$ cat src/rtl/mux_pkg.sv
// rtl/mux_pkg.sv - shared constants and helpers for the round-robin stream mux
package mux_pkg;

  localparam int ARB_RR    = 0;
  localparam int ARB_FIXED = 1;

  // Select-field width; a single channel still needs one bit.
  function automatic int sel_w(input int n);
    return (n > 1) ? $clog2(n) : 1;
  endfunction

  // Pointer advance with wrap at n-1.
  function automatic int wrap_inc(input int idx, input int n);
    return (idx >= n - 1) ? 0 : idx + 1;
  endfunction

endpackage

$ cat src/rtl/rr_arbiter.sv
// rtl/rr_arbiter.sv - combinational round-robin / fixed-priority arbiter
module rr_arbiter
  import mux_pkg::*;
#(
  parameter int N        = 4,
  parameter int ARB_MODE = ARB_RR,
  localparam int SELW    = sel_w(N)
) (
  input  logic [N-1:0]    req,
  input  logic [SELW-1:0] ptr,
  output logic [N-1:0]    gnt_onehot,
  output logic [SELW-1:0] gnt_idx,
  output logic            any
);

  logic [2*N-1:0] dbl_req;
  int             start;
  int             win;

  // Scan the doubled request vector from the start point; the upper copy
  // covers the wrap-around so one linear priority pass suffices.
  always_comb begin
    dbl_req = {req, req};
    start   = (ARB_MODE == ARB_RR) ? int'(ptr) : 0;
    any     = 1'b0;
    win     = 0;
    for (int i = 0; i < 2 * N; i++) begin
      if (!any && (i >= start) && dbl_req[i]) begin
        any = 1'b1;
        win = (i >= N) ? i - N : i;
      end
    end
  end

  // Decode the winning index to its index and one-hot forms.
  always_comb begin
    gnt_idx = win[SELW-1:0];
    for (int j = 0; j < N; j++) begin
      gnt_onehot[j] = any && (win == j);
    end
  end

endmodule

$ cat src/rtl/rr_stream_mux.sv
// rtl/rr_stream_mux.sv - N:1 valid/ready stream mux with arbitration and registered output
module rr_stream_mux
  import mux_pkg::*;
#(
  parameter int WIDTH    = 32,
  parameter int N        = 4,
  parameter int ARB_MODE = ARB_RR,
  localparam int SELW    = sel_w(N)
) (
  input  logic               clk,
  input  logic               rst,
  input  logic [N-1:0]       in_valid,
  input  logic [N*WIDTH-1:0] in_data,
  output logic [N-1:0]       in_ready,
  output logic               out_valid,
  output logic [WIDTH-1:0]   out_data,
  output logic [SELW-1:0]    out_sel,
  input  logic               out_ready
);

  logic [SELW-1:0]  ptr;
  logic [N-1:0]     gnt_onehot;
  logic [SELW-1:0]  gnt_idx;
  logic             any;
  logic             load;
  logic [WIDTH-1:0] sel_data;

  rr_arbiter #(
    .N        (N),
    .ARB_MODE (ARB_MODE)
  ) u_arb (
    .req        (in_valid),
    .ptr        (ptr),
    .gnt_onehot (gnt_onehot),
    .gnt_idx    (gnt_idx),
    .any        (any)
  );

  // The output register can take a beat whenever it is empty or draining.
  assign load = !out_valid || out_ready;

  // Only the granted channel sees ready, and never while in reset.
  assign in_ready = (rst || !load) ? '0 : gnt_onehot;

  // Pick the granted channel's data word.
  always_comb begin
    sel_data = in_data[int'(gnt_idx) * WIDTH +: WIDTH];
  end

  // Output stage and priority pointer; a stalled beat is held untouched.
  always_ff @(posedge clk) begin
    if (rst) begin
      out_valid <= 1'b0;
      out_data  <= '0;
      out_sel   <= '0;
      ptr       <= '0;
    end else if (load) begin
      if (any) begin
        out_valid <= 1'b1;
        out_data  <= sel_data;
        out_sel   <= gnt_idx;
        if (ARB_MODE == ARB_RR) begin
          ptr <= SELW'(wrap_inc(int'(gnt_idx), N));
        end
      end else begin
        out_valid <= 1'b0;
      end
    end
  end

endmodule

$ cat config.mk
export PLATFORM = sky130hd
export DESIGN_NAME = rr_stream_mux
export DESIGN_NICKNAME = d
export VERILOG_FILES = /design/src/rtl/mux_pkg.sv /design/src/rtl/rr_arbiter.sv /design/src/rtl/rr_stream_mux.sv
export SDC_FILE = /design/constraint.sdc
export NUM_CORES = 1
export LEC_CHECK = 0
export CAP_MARGIN = 15
export CORE_MARGIN = 1
export CORE_UTILIZATION = 39
export DETAILED_ROUTE_END_ITERATION = 10
export PLACE_DENSITY = 0.87
export SLEW_MARGIN = 20
export SYNTH_ARGS = -nofsm -noshare
export SYNTH_HDL_FRONTEND = slang
export SYNTH_SLANG_ARGS = --single-unit
$ cat constraint.sdc
create_clock -name clk -period 8.55 [get_ports clk]
set_input_delay 2.565 -clock clk [delete_from_list [all_inputs] [get_ports clk]]
set_output_delay 2.565 -clock clk [all_outputs]
set_load 0.005 [all_outputs]
==> impl_metrics.tcl <==
set metrics [dict create \
    synth_edf_count 0 \
    ctsHoldBuffers 0 \
    start_util_pct 40.3 \
    drc_errors 0 \
    skew_ps 8.71 \
    drt_iter0_drc 147 \
    die_y_um 82.8 \
    design_area_um2 4340 \
    crit_path_start_kind "input port" \
    avgSynthCellArea_um2 8.37 \
    final_core_util_pct 68.7 \
    leakagePower_nw 1.71 \
    yosys_register_bits 37 \
    num_rows 29 \
    critPathRequiredTime_ps 5990 \
    placed_cell_area_um2 4240 \
    layout_commonest_cell "clkdlybuf4s50_1" \
    die_area_um2 6850 \
    n_antenna_cell 0 \
    outcome "completed" \
    path_class "in -> out" \
    worst_pin_slew_ps 690 \
    core_area_um2 6310 \
    dieWidth_um 82.8 \
    cpMostUsedCell "clkdlybuf4s50_1" \
    post-route-period-util_pct 83.9 \
    clk_transition_reported_paths_ps 70 \
    netlist_area_um2 2540 \
    yosysTopAreaCellShare_pct 29.1 \
    async_flop_share_pct 0 \
    grt_pass1_vias 2855 \
    ys_seq_area_share_pct 29.1 \
    track_usage_pct 26.8 \
    rsz0062_at_grt "no" \
    worstPathArrival_ps 4610 \
    max_cap_violations 0 \
    dr.pass1.iters 5 \
    drt-total-wl_mm 9.13 \
    drtAntennaViolNets 0 \
    worstSetupEndpointType "primary output" \
    max-clock-path-buffers 2 \
    tns_ps 0 \
    finalHoldViolations 0 \
    grt_overflow 0 \
    cts-root-buf "clkbuf_8" \
    drv_slew 0 \
    dp_hpwl_mm 6.44 \
    synth.area.top_cells "dfxtp_1 29%, mux2i_1 13%, a211o_1 11%" \
    ys.flop_type "dfxtp_1" \
    clock.fmax_mhz 139 \
    postCtsSetupBuffers 0 \
    final_cell_mix "173 x clkdlybuf4s50_1, 37 x dfxtp_1, 34 x mux2i_1, 33 x nand2_1" \
    drive_gt1_share_pct 5.66 \
    ios 174 \
    cts_tree "yes" \
    max_stage_delay_ps 520 \
    syn2layout_area_growth_pct 70.6 \
    routabilityCongestion 0.868 \
    via_per_inst 5.60 \
    worst-path-buf-inv 3 \
    slowest_stage "clkdlybuf4s50_1" \
    synth.distinct_cells 37 \
    cts_resized 0 \
    antenna_found_initial 0 \
    synth_area_leader_cell "dfxtp_1" \
    hold_class "reg -> reg" \
    fill_cells 544 \
    vdd_drop_max_mv 0.160 \
    grt_max_degree 34 \
    numCtsBuffers 5 \
    via_count 3001 \
    clk_latency_ps 290 \
    syn_nets 443 \
    fin_crit_ps 7170 \
    cts_max_level 2 \
    wl_per_cell_um 17.0 \
    holdWs_ps 483 \
    clock_sinks 37 \
    grt_pass1_wl_mm 13.8 \
    power_mw 0.675 \
    slew_headroom_pct 53.8 \
    port_buffers 173 \
    final_nets 597 \
    synthCells 304 \
    yosys_warnings 0 \
    critPathTopFamily "buffers and inverters" \
    setup_viol 0 \
    crit_chain "clkdlybuf4s50_1, a21o_1, a21boi_0, o22a_1, inv_1, ha_1, and2_1, clkdlybuf4s50_1" \
    p_per_area_nw_per_um2 155 \
    critPathMaxFanout 5 \
]
-- cell usage after synthesis, types with 4 or more instances --
library cell	count
dfxtp_1	37
mux2i_1	34
ha_1	4
and2_1	4
o21ai_1	30
o211ai_1	31
buf_2	14
nand3_1	32
nor2_1	6
nand2_1	34
a211o_1	32
clkbuf_1	9
buf_4	6
-- layer usage --
metal	routed length (um)	global-route usage [%]
met1	3570	30.3
met2	4550	48.2
met3	830	7.58
met4	180	8.62
met5	0	0
-- where the power goes --
group	internal [mW]	leakage [nW]	switching [mW]
Combinational	0.178	1.34	0.138
Sequential	0.204	0.306	0.0187
Clock	0.0729	0.0542	0.0635
Total	0.454	1.71	0.220
-- final cells by class --
class | count | area [um2] | share of cell area [%]
clock buffer | 7 | 96.3 | 2.22
clock inverter | 1 | 5.00 | 0.115
inverter | 2 | 7.51 | 0.173
multi-input combinational | 233 | 1620 | 37.3
sequential | 37 | 741 | 17.1
tap | 77 | 96.3 | 2.22
timing repair buffer | 179 | 1780 | 40.9
-- sequential cells by signal, indices dropped and copies added, names as in the netlist --
signal	cells
out_sel	2
out_valid	1
out_data	32
ptr	2
-- path summary, 6_finish.rpt --
kind | slack, ps | depth (start not counted) | startpoint | end
max | 1380 | 8 | in_valid[1] | in_ready[1]
min | 480 | 2 | out_data[30] | out_data[30]
max reg2reg | 6400 | 5 | ptr[0] | out_data[21]
min reg2reg | 480 | 2 | out_data[30] | out_data[30]
-- tightest hold or removal path: cells and delay by family (launching register included) --
kind             cells  cell delay (ps)
flip-flops           1              330
AND/OR/NAND/NOR      1               50
AO/OA/AOI/OAI        1               70
-- stage by stage --
stage	cells	worst slack, ps
final	536	1380
after global routing	536	1270
after CTS	536	1390
after detailed placement	528	1400
after global placement	528	1460
after floorplan	304	2160
-- kinds of logic (layout without fill, tap and decap cells) --
kind of cell               Yosys count  in the layout  share of synthesized area [%]
DFF                                 37             37                           29.1
muxes                               34             34                           13.4
adders and majority gates            4              4                           1.97
buffers and inverters               34            189                           7.48
and+or+nand+nor                     91             91                           19.0
AOI/OAI and AO/OA                  104            104                           29.1
No activity file was read; power rests on OpenSTA's default activity.
